`config.mk`:
```
export PLATFORM = sky130hd
export DESIGN_NAME = pc_unit_flat
export DESIGN_NICKNAME = d
export VERILOG_FILES = /design/src/rtl/pc_unit_pkg.sv /design/src/rtl/pc_unit_if.sv /design/src/rtl/pc_unit_next_pc_calc.sv /design/src/rtl/pc_unit.sv /design/src/flat_wrapper.sv
export SDC_FILE = /design/constraint.sdc
export NUM_CORES = 1
export LEC_CHECK = 0
export CAP_MARGIN = 25
export CORE_AREA = 10 10 145 121
export DETAILED_ROUTE_END_ITERATION = 12
export DIE_AREA = 0 0 155 131
export GPL_ROUTABILITY_DRIVEN = 1
export GPL_TIMING_DRIVEN = 0
export PLACE_DENSITY = 0.89
export SLEW_MARGIN = 25
export SYNTH_ARGS = -nofsm -noshare
export SYNTH_HDL_FRONTEND = slang
export SYNTH_SLANG_ARGS = --single-unit
```
`constraint.sdc`:
```
create_clock -name clk -period 7.1 [get_ports clk]
set_clock_uncertainty 0.05 [all_clocks]
set_input_delay 1.42 -clock clk [delete_from_list [all_inputs] [get_ports clk]]
set_output_delay 1.42 -clock clk [all_outputs]
set_load 0.005 [all_outputs]
```
`src/rtl/pc_unit_pkg.sv`:
```
// cpu_defs: shared definitions for the single-cycle MIPS datapath.
//   WORD_W      - datapath word width
//   word_t      - one datapath word
//   pc_sel_e    - decoder next-PC select encodings
//   pc_state_e  - pc_unit control state
//   sat_inc()   - saturating word increment (used by the retired counter)
package cpu_defs;

    localparam int unsigned WORD_W = 32;

    typedef logic [WORD_W-1:0] word_t;

    typedef enum logic [1:0] {
        PC_SEQ  = 2'b00,
        PC_JUMP = 2'b01,
        PC_JR   = 2'b10,
        PC_RSVD = 2'b11
    } pc_sel_e;

    typedef enum logic [1:0] {
        ST_RUN   = 2'b00,
        ST_HALT  = 2'b01,
        ST_FAULT = 2'b10
    } pc_state_e;

    function automatic word_t sat_inc(input word_t v);
        return (v == '1) ? v : v + 32'd1;
    endfunction

endpackage

```
`src/rtl/pc_unit_if.sv`:
```
// pc_unit_if: decoder/datapath <-> program-counter bus.
//   Controls (master -> slave): pc_next, beq, bne, zero, imm16, jaddr,
//                               rs_val, stall
//   Status   (slave -> master): pc, pc_plus4, halted, fault, retired
// The master side is the decoder/datapath; pc_unit uses the slave modport.
interface pc_unit_if;
    import cpu_defs::*;

    logic [1:0]  pc_next;
    logic        beq;
    logic        bne;
    logic        zero;
    logic [15:0] imm16;
    logic [25:0] jaddr;
    word_t       rs_val;
    logic        stall;

    word_t       pc;
    word_t       pc_plus4;
    logic        halted;
    logic        fault;
    word_t       retired;

    modport master (
        output pc_next, beq, bne, zero, imm16, jaddr, rs_val, stall,
        input  pc, pc_plus4, halted, fault, retired
    );

    modport slave (
        input  pc_next, beq, bne, zero, imm16, jaddr, rs_val, stall,
        output pc, pc_plus4, halted, fault, retired
    );

endinterface

```
`src/rtl/pc_unit_next_pc_calc.sv`:
```
// next_pc_calc: purely combinational next-PC computation.
//   pc         in  - current PC
//   pc_next    in  - next-PC select (cpu_defs::pc_sel_e encoding)
//   beq/bne    in  - branch type
//   zero       in  - ALU zero flag
//   imm16      in  - branch displacement (words, signed)
//   jaddr      in  - jump target field
//   rs_val     in  - jr target
//   pc_plus4   out - pc + 4 (wraps modulo 2^32)
//   target     out - selected next PC
//   misaligned out - jr target is not word aligned
module next_pc_calc
    import cpu_defs::*;
(
    input  word_t       pc,
    input  logic [1:0]  pc_next,
    input  logic        beq,
    input  logic        bne,
    input  logic        zero,
    input  logic [15:0] imm16,
    input  logic [25:0] jaddr,
    input  word_t       rs_val,
    output word_t       pc_plus4,
    output word_t       target,
    output logic        misaligned
);

    word_t br_off;
    logic  taken;

    assign pc_plus4 = pc + 32'd4;
    assign br_off   = {{14{imm16[15]}}, imm16, 2'b00};

    // beq and bne together is a malformed decode: treat as not taken
    // rather than letting the OR of the two conditions always fire.
    assign taken = (pc_next == PC_SEQ) && !(beq && bne) &&
                   ((beq && zero) || (bne && !zero));

    assign misaligned = (pc_next == PC_JR) && (rs_val[1:0] != 2'b00);

    always_comb begin
        target = pc_plus4;
        case (pc_sel_e'(pc_next))
            PC_SEQ:  target = taken ? (pc_plus4 + br_off) : pc_plus4;
            PC_JUMP: target = {pc_plus4[31:28], jaddr, 2'b00};
            PC_JR:   target = rs_val;
            PC_RSVD: target = pc_plus4;
            default: target = pc_plus4;
        endcase
    end

endmodule

```
`src/rtl/pc_unit.sv`:
```
// pc_unit: program-counter stage of the single-cycle MIPS datapath.
//   RESET_PC  param - PC loaded on reset (word aligned)
//   clk       in    - system clock, rising edge
//   reset     in    - synchronous, active-high
//   bus       slave - controls in; pc, pc_plus4, halted, fault, retired out
// Holds the PC register, the RUN/HALT/FAULT state machine and the
// saturating retired-instruction counter. HALT and FAULT are terminal
// until reset.
module pc_unit
    import cpu_defs::*;
#(
    parameter word_t RESET_PC = 32'h0000_0000
) (
    input  logic       clk,
    input  logic       reset,
    pc_unit_if.slave   bus
);

    pc_state_e state;
    word_t     pc_q;
    word_t     retired_q;
    logic      halted_q;
    logic      fault_q;

    word_t     pc_plus4;
    word_t     target;
    logic      misaligned;

    next_pc_calc u_calc (
        .pc         (pc_q),
        .pc_next    (bus.pc_next),
        .beq        (bus.beq),
        .bne        (bus.bne),
        .zero       (bus.zero),
        .imm16      (bus.imm16),
        .jaddr      (bus.jaddr),
        .rs_val     (bus.rs_val),
        .pc_plus4   (pc_plus4),
        .target     (target),
        .misaligned (misaligned)
    );

    // Fault check outranks halt check: a misaligned jr to itself faults.
    always_ff @(posedge clk) begin
        if (reset) begin
            state     <= ST_RUN;
            pc_q      <= RESET_PC;
            retired_q <= '0;
            halted_q  <= 1'b0;
            fault_q   <= 1'b0;
        end else begin
            case (state)
                ST_RUN: begin
                    if (!bus.stall) begin
                        if (misaligned) begin
                            state   <= ST_FAULT;
                            fault_q <= 1'b1;
                        end else if (target == pc_q) begin
                            state     <= ST_HALT;
                            halted_q  <= 1'b1;
                            retired_q <= sat_inc(retired_q);
                        end else begin
                            pc_q      <= target;
                            retired_q <= sat_inc(retired_q);
                        end
                    end
                end
                default: ;
            endcase
        end
    end

    assign bus.pc       = pc_q;
    assign bus.pc_plus4 = pc_plus4;
    assign bus.halted   = halted_q;
    assign bus.fault    = fault_q;
    assign bus.retired  = retired_q;

endmodule

```
`src/flat_wrapper.sv`:
```
// flat-port wrapper written by rule: the top's interface ports become plain ports
module pc_unit_flat import cpu_defs::*;
#(
    parameter word_t RESET_PC = 32'h0000_0000
)
  (clk, reset, bus_pc_next, bus_beq, bus_bne, bus_zero, bus_imm16, bus_jaddr, bus_rs_val, bus_stall, bus_pc, bus_pc_plus4, bus_halted, bus_fault, bus_retired);
  pc_unit_if bus_i ();
  input  logic clk;
  input  logic reset;
  input wire logic [$bits(bus_i.pc_next)-1:0] bus_pc_next;
  input wire logic [$bits(bus_i.beq)-1:0] bus_beq;
  input wire logic [$bits(bus_i.bne)-1:0] bus_bne;
  input wire logic [$bits(bus_i.zero)-1:0] bus_zero;
  input wire logic [$bits(bus_i.imm16)-1:0] bus_imm16;
  input wire logic [$bits(bus_i.jaddr)-1:0] bus_jaddr;
  input wire logic [$bits(bus_i.rs_val)-1:0] bus_rs_val;
  input wire logic [$bits(bus_i.stall)-1:0] bus_stall;
  output wire logic [$bits(bus_i.pc)-1:0] bus_pc;
  output wire logic [$bits(bus_i.pc_plus4)-1:0] bus_pc_plus4;
  output wire logic [$bits(bus_i.halted)-1:0] bus_halted;
  output wire logic [$bits(bus_i.fault)-1:0] bus_fault;
  output wire logic [$bits(bus_i.retired)-1:0] bus_retired;
  assign bus_i.pc_next = bus_pc_next;
  assign bus_i.beq = bus_beq;
  assign bus_i.bne = bus_bne;
  assign bus_i.zero = bus_zero;
  assign bus_i.imm16 = bus_imm16;
  assign bus_i.jaddr = bus_jaddr;
  assign bus_i.rs_val = bus_rs_val;
  assign bus_i.stall = bus_stall;
  assign bus_pc = bus_i.pc;
  assign bus_pc_plus4 = bus_i.pc_plus4;
  assign bus_halted = bus_i.halted;
  assign bus_fault = bus_i.fault;
  assign bus_retired = bus_i.retired;
  pc_unit #(.RESET_PC(RESET_PC)) u_core (.clk(clk), .reset(reset), .bus(bus_i));
endmodule
```
# Word level (Yosys, flattened, before mapping)
# Index checks and enable logic that the tools add are counted.
[classes]
div = 0
n_mux = 4
shift = 0
n_eq_ne = 5
n_bitwise = 4
multipliers = 0
reduce_logical = 18
add_sub_neg = 3
order_cmp = 0
[op_table]
columns = ["op", "n"]
rows = [
  ["$pmux 32 s4", 1],
  ["$add 32x1->32 const B", 1],
  ["$add 32x3->32 const B", 1],
  ["$add 32x32->32", 1],
  ["$eq 32x32->1", 1],
  ["$eq 32x32->1 const B", 1],
  ["$mux 32", 1],
  ["$reduce_and 4->1", 3],
  ["$logic_and 1x1->1", 6],
  ["$reduce_and 3->1", 2],
  ["$eq 2x2->1 const B", 2],
  ["$logic_not 2->1", 2],
  ["$mux 2", 2],
  ["$not 1->1", 4],
  ["$reduce_bool 2->1", 2],
  ["$eq 2x1->1 const B", 1],
  ["$logic_not 1->1", 2],
  ["$logic_or 1x1->1", 1],
]
[word_totals]
latch_bits = 0
n_memories = 0
mem_bits_rw = 0
out_inout_bits = 98
word_cells = 39
in_bits = 82
regBits = 68
mem_bits_ro = 0

# Depth between registers and ports, before layout
[depth]
word_depth = 9
mapped_depth = 23
depth_no_buf = 19

# Modules after synthesis
# A second synthesis with hierarchy kept.
[hier_totals]
cells_unflattened = 855
hier_area_um2 = 6756.5
[by_module_without_submodules]
columns = ["module", "cells_per_inst", "instances", "seq_area_each_um2", "area_each_um2"]
rows = [
  ["pc_unit", 391, 1, 1361.3, 3548.4],
  ["next_pc_calc", 464, 1, 0.0, 3208.1],
]

# Worst setup path before layout
# OpenSTA, ideal clock, no wires.
[synth_path]
kind = "register to register"
from = "reg u_core.pc_q[16] (netlist: u_core.bus.pc[16])"
to = "reg u_core.pc_q[13] (netlist: u_core.bus.pc[13])"
setup_ns = 0.080
n_path_buf = 4
t_required_ns = 6.970
period_less_slack_ns = 5.004
path_slack_ns = 2.096
arrival_ns = 4.873
path_stages_with_launch = 22
cell_sequence = "dfxtp_1 > buf_2 > and4_1 > nand2_1 > or4_1 > and2_1 > or2_2 > ha_1 > and3_1 > buf_2 > a311o_1 > nor4_1 > a31oi_1 > nand3_1 > nor3_1 > or4_1 > nor4_2 > and4_1 > buf_4 > nor2_2 > buf_6 > a211oi_2"
[synth_between]
elab_chain_cells = 7
[synth_rtl]
columns = ["element", "line_no", "text"]
rows = [
  ["start, declared", "pc_unit.sv:20", "word_t pc_q;"],
  ["start signal, assigned", "pc_unit.sv:63", "pc_q <= target;"],
  ["$add 32x3->32 (*)", "pc_unit_next_pc_calc.sv:31", "assign pc_plus4 = pc + 32'd4;"],
  ["via bus_pc_plus4[23]", "flat_wrapper.sv:19", "output wire logic [$bits(bus_i.pc_plus4)-1:0] bus_pc_plus4;"],
  ["$add 32x32->32", "pc_unit_next_pc_calc.sv:44", "PC_SEQ: target = taken ? (pc_plus4 + br_off) : pc_plus4;"],
  ["$mux 32", "pc_unit_next_pc_calc.sv:44", ""],
  ["$pmux 32 s4 (*)", "pc_unit_next_pc_calc.sv:43", "case (pc_sel_e'(pc_next))"],
  ["$eq 32x32->1 (*)", "pc_unit.sv:58", "end else if (target == pc_q) begin"],
  ["$not 1->1 (no line) (*)", "n/a", ""],
  ["$reduce_and 4->1 (no line) (*)", "n/a", ""],
]
# Mark *: on every way through the listed nets, which the timed path passes. The rest lies on a longest branch.
# A chain may end at the register's enable or synchronous reset.

# Worst setup path in the final report
[layout_path]
from = "reg u_core.pc_q[2] (netlist: u_core.bus.pc[2])"
to = "reg u_core.pc_q[7] (netlist: u_core.bus.pc[7])"
[layout_between]
elab_chain_cells = 7
[layout_rtl]
columns = ["element", "line_no"]
rows = [
  ["$add 32x3->32", "pc_unit_next_pc_calc.sv:31"],
  ["$add 32x32->32", "pc_unit_next_pc_calc.sv:44"],
  ["$mux 32", "pc_unit_next_pc_calc.sv:44"],
  ["$pmux 32 s4", "pc_unit_next_pc_calc.sv:43"],
  ["$eq 32x32->1", "pc_unit.sv:58"],
  ["$not 1->1 (no line)", "n/a"],
  ["$reduce_and 4->1 (no line)", "n/a"],
]
# Several ways; a longest one is shown, not always the timed one.

==> results.yml <==
drt:
  totalWireLength_mm: 36.2
  wl_per_cell_um: 26.2
  ant_nets: 0
  dr.pass1.iters: 6
  drt_iter0_markers: 1360
  drcViolationCount: 0
  viasPerCell: 6.79
  via_count: 9397
yosys:
  synthCells: 1000
  synthFlopType: "dfxtp_1"
  syn-cell-area_mm2: 0.00732
  synth_edf_count: 0
  synthArstFlopShare_pct: 0
  ys_ff_latch: 68
  yosysSeqAreaShare_pct: 18.6
  syn_nets: 1117
  yosysUniqueCellTypes: 89
  synth_area_per_cell_um2: 7.32
  yosys_warnings: 0
floorplanning:
  initial_core_util_pct: 49.9
  die_area_mm2: 0.0203
  fp.dieW_um: 155
  die_h_um: 131
  io_pins: 180
  rows: 40
  core-area_mm2: 0.0147
cts:
  worst_skew_pair.late_latency_ns: 0.34
  clock_path_buffers: 2
  numCtsBuffers: 9
  clk_pin_slew_ns: 0.06
  post_cts_buffers: 0
  holdBufCountCts: 0
  root_buffer: "clkbuf_16"
  cts_tree: "done"
  cts_num_sinks: 68
  cts_repair_resize_count: 0
  htree_levels: 3
cells_and_area:
  nNetsFinal: 1306
  drive_gt1_share_pct: 8.12
  syn_to_final_growth_pct: 31.8
  final_cells: 1383
  design_area_mm2: 0.00964
  antenna_cells: 0
placement:
  hpwl_mm: 29.4
  place_area_mm2: 0.00934
  place_inst: 1367
  io_buffers: 178
  gp_congestion: 1.05
grt:
  grt-ovfl-total: 0
  grt_usage_pct: 33.9
  grt_start_max_net_pins: 19
  grt_antenna_before_repair: 0
  grt_first_pass_wirelength_mm: 53.4
  grt_pass1_vias: 8672
timing:
  fin_crit_sh_pct: 94.3
  slew_headroom_pct: 39.4
  drv_slew: 0
  hold_viol: 0
  setup_viol_count_final: 0
  tightestPinTransition_ns: 0.903
  final.setup.tns_ns: 0
  period_minus_slack_ns: 6.69
  rsz0062_at_grt: "no"
  fmax_ghz: 0.149
critical_path:
  worstSetupPathType: "register to register"
  cpPeakStageDelay_ns: 0.69
  worstPathArrival_ns: 6.90
  ff2ff_path_depth: 21
  startpoint: "u_core.bus.pc[2]$_SDFFE_PP0P_"
  r2r-start: "u_core.bus.pc[2]$_SDFFE_PP0P_"
  worstPathMaxFanout: 10
  slowest_stage: "nor3_1"
  startpoint_type: "register"
  reg2reg_to: "u_core.bus.pc[7]$_SDFFE_PP0P_"
  r2r_slack_ns: 0.41
  crit_chain: "ha_1, nand3_2, nor3_1, nand4_1, xor2_1, inv_1, ha_1, a21oi_1, o21a_1, and3_1, a311oi_1, o211ai_1, xnor2_1, a2111oi_2, nand4_1, nor4_2, and4_1, buf_4, nor2_2, buf_2, o21ai_1"
  end_kind: "register"
  cp_data_required_time_ns: 7.31
power_and_ir_drop:
  power_mw: 1.51
  p_per_area_mw_per_mm2: 156
  peakVddDrop_mv: 0.155
  leakagePower_nw: 3.45
run:
  drv_cap: 0
status:
  outcome: "completed"
hold_path:
  holdCritPathClass: "register to register"
  holdPathStages: 2
  min_to: "u_core.state[1]$_SDFFE_PP0P_"
  hold_start: "u_core.state[1]$_SDFFE_PP0P_"
-- registers in the layout, summed over array words and instances (netlist names) --
| register | count |
|---|---|
| u_core.bus.retired | 32 |
| u_core.bus.pc | 32 |
| u_core.bus.fault | 1 |
| u_core.state | 2 |
| u_core.bus.halted | 1 |
-- cell usage in the layout (no fill, tap or decap), types with 19 or more instances in the layout --
| cell type | n |
|---|---|
| nand3_1 | 46 |
| clkbuf_1 | 32 |
| nor2_1 | 99 |
| ha_1 | 34 |
| nand2b_1 | 19 |
| nand2_1 | 85 |
| inv_1 | 26 |
| clkdlybuf4s50_1 | 178 |
| dfxtp_1 | 68 |
| xnor2_1 | 45 |
| o21ai_1 | 24 |
| nand4_1 | 31 |
| a21oi_1 | 71 |
| o21ai_0 | 40 |
| buf_2 | 26 |
| xor2_1 | 42 |
| nor3_1 | 24 |
-- report_power, final --
group / total (mW) / internal [mW] / switching, mW
Combinational: 0.634 / 0.253 / 0.381
Clock: 0.454 / 0.273 / 0.181
Sequential: 0.420 / 0.397 / 0.0230
Total: 1.51 / 0.924 / 0.584
-- through the flow --
step                      hold slack (ns)  setup WS [ns]  util (%)
final                               0.415          0.408      65.8
after global routing                0.435          0.236      65.8
after CTS                           0.408          0.693      65.7
after detailed placement            0.399          0.560      63.7
after global placement              0.386          0.579      63.7
after floorplan                     0.376           2.10         -
-- worst max-delay path: cells and delay by family (launching register included) --
| kind | cells | cell delay (ns) |
|---|---|---|
| and+or+nand+nor | 8 | 2.27 |
| AOI/OAI and AO/OA | 6 | 1.92 |
| adders and majority gates | 2 | 0.86 |
| buffers and inverters | 3 | 0.63 |
| xor gates and xnor gates | 2 | 0.53 |
| DFF | 1 | 0.36 |
-- final cells by class --
type / count / area [µm²]
multi-input cells: 835 / 5520
fillers: 1301 / 5020
repair buffers: 178 / 1780
flip-flops and latches: 68 / 1360
plain buffers: 71 / 348
well taps: 189 / 236
clock buffers: 9 / 225
inverters: 26 / 97.6
clock inverters: 7 / 75.1
-- cell usage after synthesis, drive strengths merged, types with 6 or more instances --
library cell	instances	share of area, %
nor2	104	5.6
nand2	85	4.4
a21oi	78	5.8
dfxtp	68	19
o21ai	67	4.8
nand3	47	3.3
xnor2	45	5.4
xor2	42	5.0
buf	39	3.1
ha	34	5.8
clkbuf	32	1.6
nand4	32	2.8
inv	26	1.3
nor3	24	1.6
a211oi	23	3.0
nand2b	19	1.6
nor4	15	1.5
and3	14	1.2
or4	12	1.2
o211ai	11	1.1
o22ai	11	0.94
o31ai	10	1.3
and4	9	1.1
o221ai	9	1.1
a21o	8	0.82
o21a	8	0.82
a222oi	7	0.96
a22oi	7	0.79
a311oi	7	0.84
nor2b	7	0.60
a31oi	6	0.51
mux2i	6	0.82
or2	6	0.51
-- per-layer routing --
layer	share of wire, %	vias up	track usage [%]
met3	15	108	9.51
li1	-	4117	-
met2	41	788	49.1
met5	0	-	0
met4	3.8	0	11.0
met1	41	4384	47.2
-- worst max path at each step --
stage                                                 to  cells after the start
after CTS                  u_core.bus.pc[7]$_SDFFE_PP0P_                     21
final                      u_core.bus.pc[7]$_SDFFE_PP0P_                     21
after global placement    u_core.bus.pc[16]$_SDFFE_PP0P_                     16
after detailed placement   u_core.bus.pc[7]$_SDFFE_PP0P_                     17
after floorplan           u_core.bus.pc[13]$_SDFFE_PP0P_                     21
after global routing       u_core.bus.pc[7]$_SDFFE_PP0P_                     21
-- cell families after synthesis --
| kind of cell | share of synthesized area, % |
|---|---|
| AND/OR/NAND/NOR | 28.1 |
| AO/OA/AOI/OAI | 29.2 |
| buffers and inverters | 6.09 |
| XOR/XNOR | 10.4 |
| flip-flops | 18.6 |
| adder cells (fa/ha/maj) | 6.09 |
| multiplexers | 1.44 |
Note: power is estimated with default switching activity, not from simulation.
